**config.mk**
```make
export PLATFORM = sky130hd
export DESIGN_NAME = instr_fill_responder_flat
export DESIGN_NICKNAME = d
export VERILOG_FILES = /design/src/rtl/instr_fill_pkg.sv /design/src/rtl/instr_fill_responder_if.sv /design/src/rtl/fill_skid_fifo.sv /design/src/rtl/instr_fill_responder.sv /design/src/flat_wrapper.sv
export SDC_FILE = /design/constraint.sdc
export NUM_CORES = 1
export LEC_CHECK = 0
export CORE_UTILIZATION = 49
export CTS_CLUSTER_DIAMETER = 200
export DETAILED_ROUTE_END_ITERATION = 16
export PLACE_DENSITY = 0.88
export SYNTH_ARGS = -nofsm -noshare
export SYNTH_HDL_FRONTEND = slang
export SYNTH_SLANG_ARGS = --single-unit
```
**constraint.sdc**
```tcl
create_clock -name clk -period 4.27 [get_ports clk]
set_clock_uncertainty 0.2 [all_clocks]
set_input_delay 0.427 -clock clk [delete_from_list [all_inputs] [get_ports clk]]
set_output_delay 0.427 -clock clk [all_outputs]
set_load 0.01 [all_outputs]
```
**src/rtl/instr_fill_pkg.sv**
```systemverilog
// Shared definitions for the instruction-cache fill responder.
//   t_fill_state : responder FSM states
//   cnt_width()  : width of a counter that must hold 0..words inclusive
//   BEAT_CNT_W / ISSUE_CNT_W : counter widths for the default 16-word block
package instr_fill_pkg;

  typedef enum logic [1:0] {
    IDLE  = 2'd0,
    READ  = 2'd1,
    DONE  = 2'd2,
    FLUSH = 2'd3
  } t_fill_state;

  localparam int DEF_BLOCK_WORDS = 16;

  // One extra bit so the issue counter can reach BLOCK_WORDS itself,
  // which is how "everything issued" is detected.
  function automatic int cnt_width(input int words);
    return $clog2(words) + 1;
  endfunction

  localparam int BEAT_CNT_W  = cnt_width(DEF_BLOCK_WORDS);
  localparam int ISSUE_CNT_W = cnt_width(DEF_BLOCK_WORDS);

endpackage

```
**src/rtl/instr_fill_responder_if.sv**
```systemverilog
// Fill channel between the instruction-cache FSM (master) and the
// memory-side fill responder (slave).
//   start_read : level-held fill request (master -> slave)
//   addr       : miss byte address, sampled when the request is accepted
//   r_ready    : master accepts the presented beat
//   r_valid    : beat valid (slave -> master)
//   r_data     : beat data
//   r_last     : final beat of the block, qualified by r_valid
interface instr_fill_responder_if #(
  parameter int ADDR_WIDTH = 32,
  parameter int DATA_WIDTH = 32
);
  logic                  start_read;
  logic [ADDR_WIDTH-1:0] addr;
  logic                  r_ready;
  logic                  r_valid;
  logic [DATA_WIDTH-1:0] r_data;
  logic                  r_last;

  modport master (
    output start_read, addr, r_ready,
    input  r_valid, r_data, r_last
  );

  modport slave (
    input  start_read, addr, r_ready,
    output r_valid, r_data, r_last
  );
endinterface

```
**src/rtl/fill_skid_fifo.sv**
```systemverilog
// Small synchronous return buffer for fill beats.
//   clk, arst : clock, asynchronous active-high reset
//   push      : write wdata (ignored while flush is high)
//   pop       : drop the head entry (caller only pops when not empty)
//   flush     : discard all contents; wins over push and pop
//   rdata     : head entry, valid whenever empty is low
//   empty/full/occupancy : fill level
module fill_skid_fifo #(
  parameter int DEPTH = 2,
  parameter int WIDTH = 32,
  parameter int OCC_W = $clog2(DEPTH + 1)
) (
  input  logic             clk,
  input  logic             arst,
  input  logic             push,
  input  logic             pop,
  input  logic             flush,
  input  logic [WIDTH-1:0] wdata,
  output logic [WIDTH-1:0] rdata,
  output logic             empty,
  output logic             full,
  output logic [OCC_W-1:0] occupancy
);
  localparam int PTR_W = (DEPTH > 1) ? $clog2(DEPTH) : 1;

  logic [WIDTH-1:0] mem [DEPTH];
  logic [PTR_W-1:0] wr_ptr_reg;
  logic [PTR_W-1:0] rd_ptr_reg;
  logic [OCC_W-1:0] count_reg;

  // Explicit wrap so DEPTH need not be a power of two.
  function automatic logic [PTR_W-1:0] ptr_inc(input logic [PTR_W-1:0] p);
    return (p == PTR_W'(DEPTH - 1)) ? '0 : p + PTR_W'(1);
  endfunction

  always_ff @(posedge clk or posedge arst) begin
    if (arst) begin
      wr_ptr_reg <= '0;
      rd_ptr_reg <= '0;
      count_reg  <= '0;
    end else if (flush) begin
      wr_ptr_reg <= '0;
      rd_ptr_reg <= '0;
      count_reg  <= '0;
    end else begin
      if (push) wr_ptr_reg <= ptr_inc(wr_ptr_reg);
      if (pop)  rd_ptr_reg <= ptr_inc(rd_ptr_reg);
      // Simultaneous push and pop leaves the count unchanged.
      count_reg <= count_reg + OCC_W'(push) - OCC_W'(pop);
    end
  end

  // Storage carries no reset; only the pointers define what is valid.
  always_ff @(posedge clk) begin
    if (push && !flush) mem[wr_ptr_reg] <= wdata;
  end

  assign rdata     = mem[rd_ptr_reg];
  assign empty     = (count_reg == '0);
  assign full      = (count_reg == OCC_W'(DEPTH));
  assign occupancy = count_reg;
endmodule

```
**src/rtl/instr_fill_responder.sv**
```systemverilog
// Memory-side responder for instruction-cache line fills. On a fill
// request it reads one aligned block from a 1-cycle synchronous memory and
// streams it back beat by beat over a valid/ready channel.
//   clk, arst : clock, asynchronous active-high reset
//   fill      : fill channel (slave side)
//   busy      : responder not idle
//   mem_rd_en : memory read strobe
//   mem_addr  : memory byte address (0 when no read is issued)
//   mem_rdata : memory data, valid the cycle after mem_rd_en
module instr_fill_responder
  import instr_fill_pkg::*;
#(
  parameter int ADDR_WIDTH  = 32,
  parameter int DATA_WIDTH  = 32,
  parameter int BLOCK_WORDS = 16,
  parameter int SKID_DEPTH  = 2
) (
  input  logic                  clk,
  input  logic                  arst,
  instr_fill_responder_if.slave fill,
  output logic                  busy,
  output logic                  mem_rd_en,
  output logic [ADDR_WIDTH-1:0] mem_addr,
  input  logic [DATA_WIDTH-1:0] mem_rdata
);
  localparam int BYTES = DATA_WIDTH / 8;
  localparam int CNT_W = cnt_width(BLOCK_WORDS);
  localparam int OCC_W = $clog2(SKID_DEPTH + 1);
  localparam int SUM_W = OCC_W + 1;
  localparam logic [ADDR_WIDTH-1:0] OFFSET_MASK = ADDR_WIDTH'(BLOCK_WORDS * BYTES - 1);

  t_fill_state           state_reg, state_next;
  logic [ADDR_WIDTH-1:0] base_reg;
  logic [CNT_W-1:0]      issued_reg;
  logic [CNT_W-1:0]      beat_reg;
  logic                  inflight_reg;

  logic                  rd_en, valid, pop, push, flush;
  logic                  empty, full, last_beat, all_issued;
  logic [DATA_WIDTH-1:0] head;
  logic [OCC_W-1:0]      occupancy;

  assign last_beat  = (beat_reg == CNT_W'(BLOCK_WORDS - 1));
  assign all_issued = (issued_reg == CNT_W'(BLOCK_WORDS));
  // Returning data is only kept while the fill is live; in FLUSH it is dropped.
  assign push       = (state_reg == READ) && inflight_reg;

  always_ff @(posedge clk or posedge arst) begin
    if (arst) state_reg <= IDLE;
    else      state_reg <= state_next;
  end

  always_comb begin
    state_next = state_reg;
    valid      = 1'b0;
    pop        = 1'b0;
    rd_en      = 1'b0;
    flush      = 1'b0;
    case (state_reg)
      IDLE: begin
        if (fill.start_read) state_next = READ;
      end
      READ: begin
        if (!fill.start_read) begin
          // Abort: nothing is presented or issued from this cycle on.
          state_next = FLUSH;
          flush      = 1'b1;
        end else begin
          valid = !empty;
          pop   = valid && fill.r_ready;
          // Issue only if the beat will have a buffer slot when it returns,
          // counting the read already in flight and the slot freed this cycle.
          rd_en = !all_issued &&
                  ((SUM_W'(occupancy) + SUM_W'(inflight_reg)) <
                   (SUM_W'(SKID_DEPTH) + SUM_W'(pop)));
          if (pop && last_beat) state_next = DONE;
        end
      end
      DONE: begin
        if (!fill.start_read) state_next = IDLE;
      end
      FLUSH: begin
        flush = 1'b1;
        if (!inflight_reg) state_next = IDLE;
      end
      default: state_next = IDLE;
    endcase
  end

  always_ff @(posedge clk or posedge arst) begin
    if (arst) begin
      base_reg     <= '0;
      issued_reg   <= '0;
      beat_reg     <= '0;
      inflight_reg <= 1'b0;
    end else begin
      inflight_reg <= rd_en;
      if (state_reg == IDLE && fill.start_read) begin
        base_reg   <= fill.addr & ~OFFSET_MASK;
        issued_reg <= '0;
        beat_reg   <= '0;
      end else begin
        if (rd_en) issued_reg <= issued_reg + CNT_W'(1);
        if (pop)   beat_reg   <= beat_reg + CNT_W'(1);
      end
    end
  end

  fill_skid_fifo #(
    .DEPTH (SKID_DEPTH),
    .WIDTH (DATA_WIDTH),
    .OCC_W (OCC_W)
  ) u_skid (
    .clk       (clk),
    .arst      (arst),
    .push      (push),
    .pop       (pop),
    .flush     (flush),
    .wdata     (mem_rdata),
    .rdata     (head),
    .empty     (empty),
    .full      (full),
    .occupancy (occupancy)
  );

  assign fill.r_valid = valid;
  assign fill.r_data  = valid ? head : '0;
  assign fill.r_last  = valid && last_beat;
  assign busy         = (state_reg != IDLE);
  assign mem_rd_en    = rd_en;
  assign mem_addr     = rd_en ? base_reg + ADDR_WIDTH'(issued_reg) * ADDR_WIDTH'(BYTES) : '0;

  // The issue rule guarantees a free slot for every returning beat.
  a_no_overflow: assert property (@(posedge clk) disable iff (arst) !(push && full));
endmodule

```
**src/flat_wrapper.sv**
```systemverilog
// flat-port wrapper written by rule: the top's interface ports become plain ports
module instr_fill_responder_flat import instr_fill_pkg::*;
#(
  parameter int ADDR_WIDTH  = 32,
  parameter int DATA_WIDTH  = 32,
  parameter int BLOCK_WORDS = 16,
  parameter int SKID_DEPTH  = 2
)
  (clk, arst, busy, mem_rd_en, mem_addr, mem_rdata, fill_start_read, fill_addr, fill_r_ready, fill_r_valid, fill_r_data, fill_r_last);
  instr_fill_responder_if #(.ADDR_WIDTH(ADDR_WIDTH), .DATA_WIDTH(DATA_WIDTH)) fill_i ();
  input  logic clk;
  input  logic arst;
  output logic busy;
  output logic mem_rd_en;
  output logic [ADDR_WIDTH-1:0] mem_addr;
  input  logic [DATA_WIDTH-1:0] mem_rdata;
  input wire logic [$bits(fill_i.start_read)-1:0] fill_start_read;
  input wire logic [$bits(fill_i.addr)-1:0] fill_addr;
  input wire logic [$bits(fill_i.r_ready)-1:0] fill_r_ready;
  output wire logic [$bits(fill_i.r_valid)-1:0] fill_r_valid;
  output wire logic [$bits(fill_i.r_data)-1:0] fill_r_data;
  output wire logic [$bits(fill_i.r_last)-1:0] fill_r_last;
  assign fill_i.start_read = fill_start_read;
  assign fill_i.addr = fill_addr;
  assign fill_i.r_ready = fill_r_ready;
  assign fill_r_valid = fill_i.r_valid;
  assign fill_r_data = fill_i.r_data;
  assign fill_r_last = fill_i.r_last;
  instr_fill_responder #(.ADDR_WIDTH(ADDR_WIDTH), .DATA_WIDTH(DATA_WIDTH), .BLOCK_WORDS(BLOCK_WORDS), .SKID_DEPTH(SKID_DEPTH)) u_core (.clk(clk), .arst(arst), .fill(fill_i), .busy(busy), .mem_rd_en(mem_rd_en), .mem_addr(mem_addr), .mem_rdata(mem_rdata));
endmodule
```
* After elaboration in Yosys (flattened, before gate mapping)
Memory sizes are Yosys's and may differ from the RTL's. Index checks and enable logic that the tools add are counted.
Storage, ports and cells: memories kept 1, bits in writable memories 64, register bits after elaboration 43, output and inout bits 68, input port bits 68, memory bits (read-only) 0, logic and storage cells 75, latch bits 0
Memory list:
- u_core.u_skid.mem | depth 2, width 32, rd ports 1, clocked after memory_dff 0, wr ports 1, line fill_skid_fifo.sv:26 | logic [WIDTH-1:0] mem [DEPTH];
Cells by class: multipliers 0, muxes and demuxes 29, reduce and logical (&&, ||, !) cells 18, shift-type cells 0, $lt $le $gt $ge 1, bitwise gates (word level) 0, div/mod/pow operators 0, add/sub/neg operators 9, equal/unequal tests 9
Operators with widths (count):
- $mux W32 | 2
- $add A32 B7 Y32 | 1
- $mux W5 | 4
- $mux W1 | 15
- $mux W2 | 6
- $add A5 B1 Y5 const B | 2
- $reduce_bool A2 Y1 | 5
- $pmux W2 S4 | 1
- $logic_and A1 B1 Y1 | 7
- $ne A2 B2 Y1 const B | 3
- $eq A5 B4 Y1 const B | 1
- $eq A5 B5 Y1 const B | 1
- $eq A2 B2 Y1 const B | 2
- $logic_not A2 Y1 | 2
- $reduce_and A4 Y1 | 1
- $add A2 B1 Y3 | 1
- $add A2 B1 Y3 const A | 1
- $logic_not A1 Y1 | 3
- $lt A3 B3 Y1 | 1
- $ne A3 B3 Y1 const B | 1
- $add A1 B1 Y1 const B | 2
- $add A2 B1 Y2 | 1
- $eq A2 B1 Y1 const B | 1
- $pmux W1 S2 | 1
- $sub A2 B1 Y2 | 1

* Logic depth before layout (Yosys ltp)
Gate-level depths: netlist (run 1).
word-level depth 10, mapped depth 8, mapped depth without buffers 8

* Hierarchy
From an unflattened synthesis (run 1), not the netlist that was laid out.
Unflattened totals: cell total of the unflattened synthesis 459, area total of the unflattened synthesis 5328.9 um2
Modules (own cells, without submodules):
- fill_skid_fifo | sequential area each 2021.9 um2, cells an instance 120, times used 1, area an instance 2682.6 um2
- instr_fill_responder | sequential area each 975.9 um2, cells an instance 339, times used 1, area an instance 2646.3 um2

* Worst setup path after synthesis (run 1)
No wires, ideal clock.
kind register to register, start point register u_core.state_reg[1], end point memory u_core.u_skid.mem[0][0], enable pin, data required time 3.606 ns, library setup time 0.464 ns, buffers on the path 1, stages on the path, launching flop included 4, period minus slack after synthesis 3.708 ns, arrival time 3.045 ns, path slack 0.562 ns, cell sequence dfrtp_1 -> nand2b_1 -> clkbuf_1 -> nor3_1
Between the ends: cells in the longest elaborated chain, start to end 6, elaborated cells between the ends (all ways) 8, those cells by class 2 x eq/ne; 3 x mux; 3 x reduce/logical
Ends and longest elaborated chain:
- start: declaration | line instr_fill_responder.sv:32 | t_fill_state state_reg, state_next;
- start signal: assignment | line instr_fill_responder.sv:50 | else state_reg <= state_next;
- $eq A2 B2 Y1 / $eq A2 B1 Y1 (equally long branches) | line instr_fill_responder.sv:59, instr_fill_responder.sv:46
- $pmux W1 S2 | line instr_fill_responder.sv:59 | case (state_reg)
- $logic_not A1 Y1 | line fill_skid_fifo.sv:55 | if (push && !flush) mem[wr_ptr_reg] <= wdata;
- $logic_and A1 B1 Y1 (*) | line fill_skid_fifo.sv:55
- $mux W1 (*) | line fill_skid_fifo.sv:55
- $mux W1 (not written as such) (*) | line fill_skid_fifo.sv:55
- end: declaration | line fill_skid_fifo.sv:26
Mark *: on every way between the ends. The rest lies on a longest branch, timed or not.

* Final worst setup path (run 1)
start point register u_core.issued_reg[4], end point output mem_addr[28]
Between the ends: cells in the longest elaborated chain, start to end 6, elaborated cells between the ends (all ways) 7, those cells by class 1 x add/sub; 1 x eq/ne; 3 x mux; 2 x reduce/logical
Ends and longest elaborated chain:
- start: declaration | line instr_fill_responder.sv:34 | logic [CNT_W-1:0] issued_reg;
- start signal: assignment | line instr_fill_responder.sv:103 | if (rd_en) issued_reg <= issued_reg + CNT_W'(1);
- parallel branches: the longest is 5 deep, another holds $add A32 B7 Y32
- $mux W32 (*) | line instr_fill_responder.sv:131 | assign mem_addr = rd_en ? base_reg + ADDR_WIDTH'(issued_reg) * ADDR_WIDTH'(BYTES) : '0;
- end: declaration | line flat_wrapper.sv:15 | output logic [ADDR_WIDTH-1:0] mem_addr;
Mark *: on every way between the ends.

==> flow_summary.yaml, run 1 <==
critical_path:
  reg2reg_depth: 7
  crit_arrival_ns: 3.47
  r2r_slack_ns: 1.73
  cp-start-kind: "flop"
  startpoint: "u_core.issued_reg[4]$_DFFE_PP0P_"
  end_kind: "primary output"
  critical_path_class: "flop to primary output"
  cp_slowest_cell: "or4_4"
  path_max_fanout: 11
  slowest_delay_ns: 0.66
  crit_cells: 7
  critPathCapture: "mem_addr[28]"
  path_cells: "ha_1 > ha_1 > nand4_2 > or4_4 > or4_1 > a21oi_1 > clkdlybuf4s50_1"
  critPathTopFamily: "simple AND/OR/NAND/NOR gates"
  required_ns: 3.64
  crit_top_cell: "ha_1"
  worstReg2RegEnd: "u_core.inflight_reg$_DFF_PP0_"
  critPathBufInv: 1
  worstReg2RegStart: "u_core.issued_reg[0]$_DFFE_PP0P_"
placed_design:
  io_buffers: 127
  dpl.hpwl_um: 8260
  gp_congestion: 0.877
floorplan:
  die_area_um2: 10600
  die_h_um: 103
  ios: 136
  rows: 36
  core_um2: 9860
  fp.dieW_um: 103
  start_util_pct: 50.8
timing:
  relSlewSlack_pct: 36.4
  tightest_slew_ns: 0.954
  finalSetupTns_ns: 0
  rsz0062_at_grt: "no"
  period_share_pct: 95.9
  max_freq_ghz: 0.244
  final_max_slew_viol_count: 0
  hold_viol: 0
  fin_crit_ns: 4.09
  setup_viol: 0
routing:
  drt-total-wl_um: 11500
  wire_per_inst_um: 17.0
  firstDrtPassIters: 5
  viasPerCell: 5.49
  vias: 3717
  drc_errors: 0
  drt_iter0_markers: 135
  drtAntennaViolNets: 0
finish:
  diodes: 0
  syn_to_final_growth_pct: 31.8
  fin_nets: 617
  drive_gt1_share_pct: 10.5
  largest_reg_flops: 64
global_route:
  grt_pass1_wl_um: 18500
  grt_usage_pct: 23.0
  grt_pass1_vias: 3767
  grt_max_degree: 44
  antenna_found_initial: 0
  overflow: 0
yosys:
  ys_seq_area_share_pct: 59.8
  async_flop_share_pct: 40.2
  ys_top_cells_by_area: "edfxtp_1 38%, dfrtp_1 21%, mux2i_1 6.8%"
  synth_area_um2: 5010
  synth_top_area_share_pct: 38.3
  postSynthAreaPerCell_um2: 12.1
  synthFlopType: "edfxtp_1"
  ys_ff_latch: 107
  synth_warnings: 0
  yosysTopAreaCell: "edfxtp_1"
  synthCells: 414
  synth_most_common_cell: "edfxtp_1"
  synth_common_cells: "64 x edfxtp_1, 56 x nor2_1, 43 x dfrtp_1"
  synth_edf_count: 64
  ys_types: 44
clocking:
  hold_buffers: 0
  cts_tree: "yes"
  clkLatencyLatePin_ns: 0.37
  cts_setup_buffers: 0
  post_cts_resized: 0
  cts_num_sinks: 107
  htreeDepth: 3
  clockRootBuffer: "clkbuf_8"
  ctsLongestPathBuffers: 2
  cts.clk_slew.worst_paths_ns: 0.10
  cts_buffers: 9
power_and_ir_drop:
  p_leak_nw: 2.36
  ir_drop_v: 0.000264
  power_density_nw_per_um2: 486
  finalPower_mw: 3.21
min_path:
  hold_path_class: "input port to asynchronous set/reset pin"
run_status:
  status: "finished clean"
job:
  cap_violations: 0
-- metrics by stage --
step / area, um^2 / worst slack, ns / cells / hold WS [ns] / util [%]
2_1_floorplan: 5020 / 0.562 / 415 / 0.267 / -
3_3_place_gp: 6420 / 0.663 / 661 / 0.295 / 65.1
3_5_place_dp: 6420 / 0.592 / 661 / 0.303 / 65.1
4_1_cts: 6610 / 0.206 / 677 / 0.307 / 67.0
5_1_grt: 6610 / 0.0195 / 677 / 0.343 / 67.0
6_report: 6610 / 0.176 / 677 / 0.293 / 67.0
-- power breakdown --
| part | switching (mW) | internal [mW] | leakage (nW) |
|---|---|---|---|
| Sequential | 0.279 | 1.30 | 1.11 |
| Clock | 0.363 | 0.227 | 0.0918 |
| Combinational | 0.481 | 0.560 | 1.16 |
| Total | 1.12 | 2.09 | 2.36 |
-- cell usage in the layout, fill, tap and decap left out, drive strengths merged, types with 6 or more instances in the layout --
master         count
a21oi             16
and3               8
buf                7
clkbuf             9
clkdlybuf4s50    127
dfrtp             43
edfxtp            64
ha                10
inv               18
mux2              23
mux2i             34
nand2             11
nand3             21
nand4              6
nor2              56
nor3               7
o21ai             21
or3                7
xnor2             10
xor2               7
-- cell type report --
class | count | area [um^2]
flip-flops and latches | 107 | 3000
fillers | 699 | 3260
multi-input cells | 273 | 1880
clock buffers | 9 | 124
repair buffers | 134 | 1320
clock inverters | 7 | 66.3
inverters | 14 | 52.6
well taps | 133 | 166
-- worst min-delay path by stage --
stage	start	end	slack (ns)	cells past startpoint
2_1_floorplan	u_core.issued_reg[3]$_DFFE_PP0P_	u_core.issued_reg[3]$_DFFE_PP0P_	0.27	1
3_3_place_gp	u_core.base_reg[6]$_DFFE_PP0P_	u_core.base_reg[6]$_DFFE_PP0P_	0.29	1
3_5_place_dp	u_core.base_reg[6]$_DFFE_PP0P_	u_core.base_reg[6]$_DFFE_PP0P_	0.30	1
4_1_cts	arst	u_core.base_reg[10]$_DFFE_PP0P_	0.31	3
5_1_grt	u_core.base_reg[6]$_DFFE_PP0P_	u_core.base_reg[6]$_DFFE_PP0P_	0.34	1
6_report	arst	u_core.base_reg[8]$_DFFE_PP0P_	0.29	3
-- cell families (layout without fill, tap and decap cells) --
logic type	after synthesis	count (layout)	synth area share, %
fa+ha+maj	10	10	2.50
xor+xnor	17	17	2.97
mux	57	57	12.0
compound gates	53	53	6.21
simple gates	134	134	13.3
buf+inv	35	164	3.17
other cells	1	2	0.0748
flops	107	107	59.8
-- tightest hold or removal path: cells and delay by family --
family	cells	cell delay [ns]
buffers and inverters	3	0.89
-- per-layer routing --
metal  up-vias  GRT usage (%)  wire length (um)
met3        27           3.32               348
li1       1752              -                 -
met5         -              0                 0
met2        96           41.7              6410
met1      1842           27.3              4470
met4         0           9.75               311
Power figures use the tool's default switching activity.
==> inputs of run 2 (changes only) <==
PLACE_DENSITY = 0.87   (was 0.88)
SYNTH_HIERARCHICAL = 1   (was unset)
==> run 2 against run 1 <==
  * Clock power up 1%
  * Worst setup slack better by 0.50 ns
  * Non-clock buffer count down 1
  * Highest routed layer unchanged
  * Critical path depth unchanged
  * Die area up 6.1%
==> flow_summary.yaml, run 2 <==
run_status:
  status: "finished clean"
clocking:
  cts_tree: "yes"
  clkLatencyLatePin_ns: 0.37
  cts.clk_slew.worst_paths_ns: 0.12
  cts_num_sinks: 107
  cts_setup_buffers: 0
  hold_buffers: 0
  clockRootBuffer: "clkbuf_8"
  post_cts_resized: 0
  ctsLongestPathBuffers: 2
  cts_buffers: 9
  htreeDepth: 3
critical_path:
  path_max_fanout: 7
  worstReg2RegEnd: "u_core/u_skid/occupancy[1]$_DFF_PP0_"
  end_kind: "primary output"
  crit_arrival_ns: 2.97
  required_ns: 3.64
  r2r_slack_ns: 1.74
  path_cells: "ha_1 > ha_1 > and2_1 > nand4_1 > or3_1 > a21oi_1 > clkdlybuf4s50_1"
  worstReg2RegStart: "u_core/state_reg[0]$_DFFE_PP0P_"
  cp-start-kind: "flop"
  cp_slowest_cell: "clkdlybuf4s50_1"
  reg2reg_depth: 9
  slowest_delay_ns: 0.56
  critical_path_class: "flop to primary output"
  crit_top_cell: "ha_1"
global_route:
  grt_pass1_wl_um: 18500
  antenna_found_initial: 0
  grt_usage_pct: 20.8
  grt_pass1_vias: 3914
  grt_max_degree: 40
  overflow: 0
yosys:
  postSynthAreaPerCell_um2: 11.6
  synthCells: 458
  synth_area_um2: 5320
  synth_warnings: 6
finish:
  layout_commonest_cell: "clkdlybuf4s50_1"
  multiInputGateArea_um2: 2110
  fin_nets: 655
  nFillCells: 798
  layout_common_cells: "127 x clkdlybuf4s50_1, 95 x nand2_1, 64 x edfxtp_1"
  largest_reg_flops: 64
  syn_to_final_growth_pct: 28.4
  seqCellArea_um2: 3000
  diodes: 0
  drive_gt1_share_pct: 10.8
  final_cells: 718
placed_design:
  gp_congestion: 0.834
  dp.cells: 702
  dpl.hpwl_um: 7730
  io_buffers: 127
min_path:
  hold_path_class: "input port to asynchronous set/reset pin"
power_and_ir_drop:
  p_leak_nw: 2.70
  p_sw_mw: 1.07
  clockPowerShare_pct: 19.2
  swShare_pct: 34.5
  power_frac_comb_pct: 31.0
  sequentialPowerShare_pct: 49.8
  power_density_nw_per_um2: 456
  ir_drop_v: 0.000231
  intPower_mw: 2.04
routing:
  vias: 3760
  wire_per_inst_um: 15.6
  drt_iter0_markers: 258
  firstDrtPassIters: 5
  drc_errors: 0
  drtAntennaViolNets: 0
  viasPerCell: 5.24
  drt-total-wl_um: 11200
job:
  cap_violations: 0
timing:
  period_share_pct: 84.3
  setup_viol: 0
  fin_crit_ns: 3.60
  relSlewSlack_pct: 31.5
  finalSetupTns_ns: 0
  rsz0062_at_grt: "no"
  tightest_slew_ns: 1.03
  final_max_slew_viol_count: 0
  hold_viol: 0
  max_freq_ghz: 0.278
floorplan:
  die_area_um2: 11300
  rows: 37
  core_um2: 10400
  ios: 136
  die_h_um: 106
  fp.dieW_um: 106
  start_util_pct: 51.1
==> run 2: through the flow <==
step / utilization (%) / hold slack [ns] / instance area [um^2] / total power [mW] / setup WS (ns)
2_1_floorplan: - / -0.00692 / 5330 / 2.16 / 0.333
3_3_place_gp: 63.8 / 0.265 / 6640 / 2.48 / 0.805
3_5_place_dp: 63.8 / 0.280 / 6640 / 2.54 / 0.768
4_1_cts: 65.6 / 0.0478 / 6840 / 3.14 / 0.667
5_1_grt: 65.6 / 0.0647 / 6840 / 3.31 / 0.484
6_report: 65.6 / 0.0548 / 6840 / 3.11 / 0.671
==> run 2: worst max-delay path by stage <==
stage,to,startpoint,slack [ns],cells past startpoint
floorplan,u_core/u_skid/mem[0][0]$_DFFE_PP_,u_core/state_reg[0]$_DFFE_PP0P_,0.33,3
global placement,mem_addr[10],fill_r_ready,0.81,6
detailed placement,mem_addr[14],fill_r_ready,0.77,6
CTS,mem_addr[24],u_core/issued_reg[4]$_DFFE_PP0P_,0.67,7
global route,mem_addr[20],u_core/issued_reg[4]$_DFFE_PP0P_,0.48,7
finish,mem_addr[24],u_core/issued_reg[4]$_DFFE_PP0P_,0.67,7
==> run 2: power groups by stage <==
stage               combinational [mW]  clock, mW  sequential, mW
finish                           0.966      0.598            1.55
global route                      1.08      0.653            1.59
CTS                              0.978      0.621            1.54
detailed placement               0.970          0            1.57
global placement                 0.935          0            1.55
floorplan                        0.687          0            1.47
==> run 2: area by class of cell <==
class,instances,share of cell area (%)
multi-input cells,316,30.9
repair buffers,133,19.3
flip-flops and latches,107,43.9
clock buffers,9,1.81
inverters,10,0.622
clock inverters,7,1.01
well taps,136,2.49
==> run 2: routing by layer <==
metal	vias to the layer above	wire length, um	global-route usage (%)
met5	-	0	0
met4	0	87	5.56
met3	6	914	5.70
met2	148	5560	35.8
met1	1775	4630	25.9
li1	1831	-	-
==> run 2: critical path: cells and delay by family, from the launching register on <==
| family | cells | cell delay (ns) |
|---|---|---|
| buffers and inverters | 1 | 0.56 |
| adders and majority gates | 2 | 0.42 |
| DFF | 1 | 0.42 |
| AOI/OAI and AO/OA | 1 | 0.16 |
| and+or+nand+nor | 3 | 1.06 |
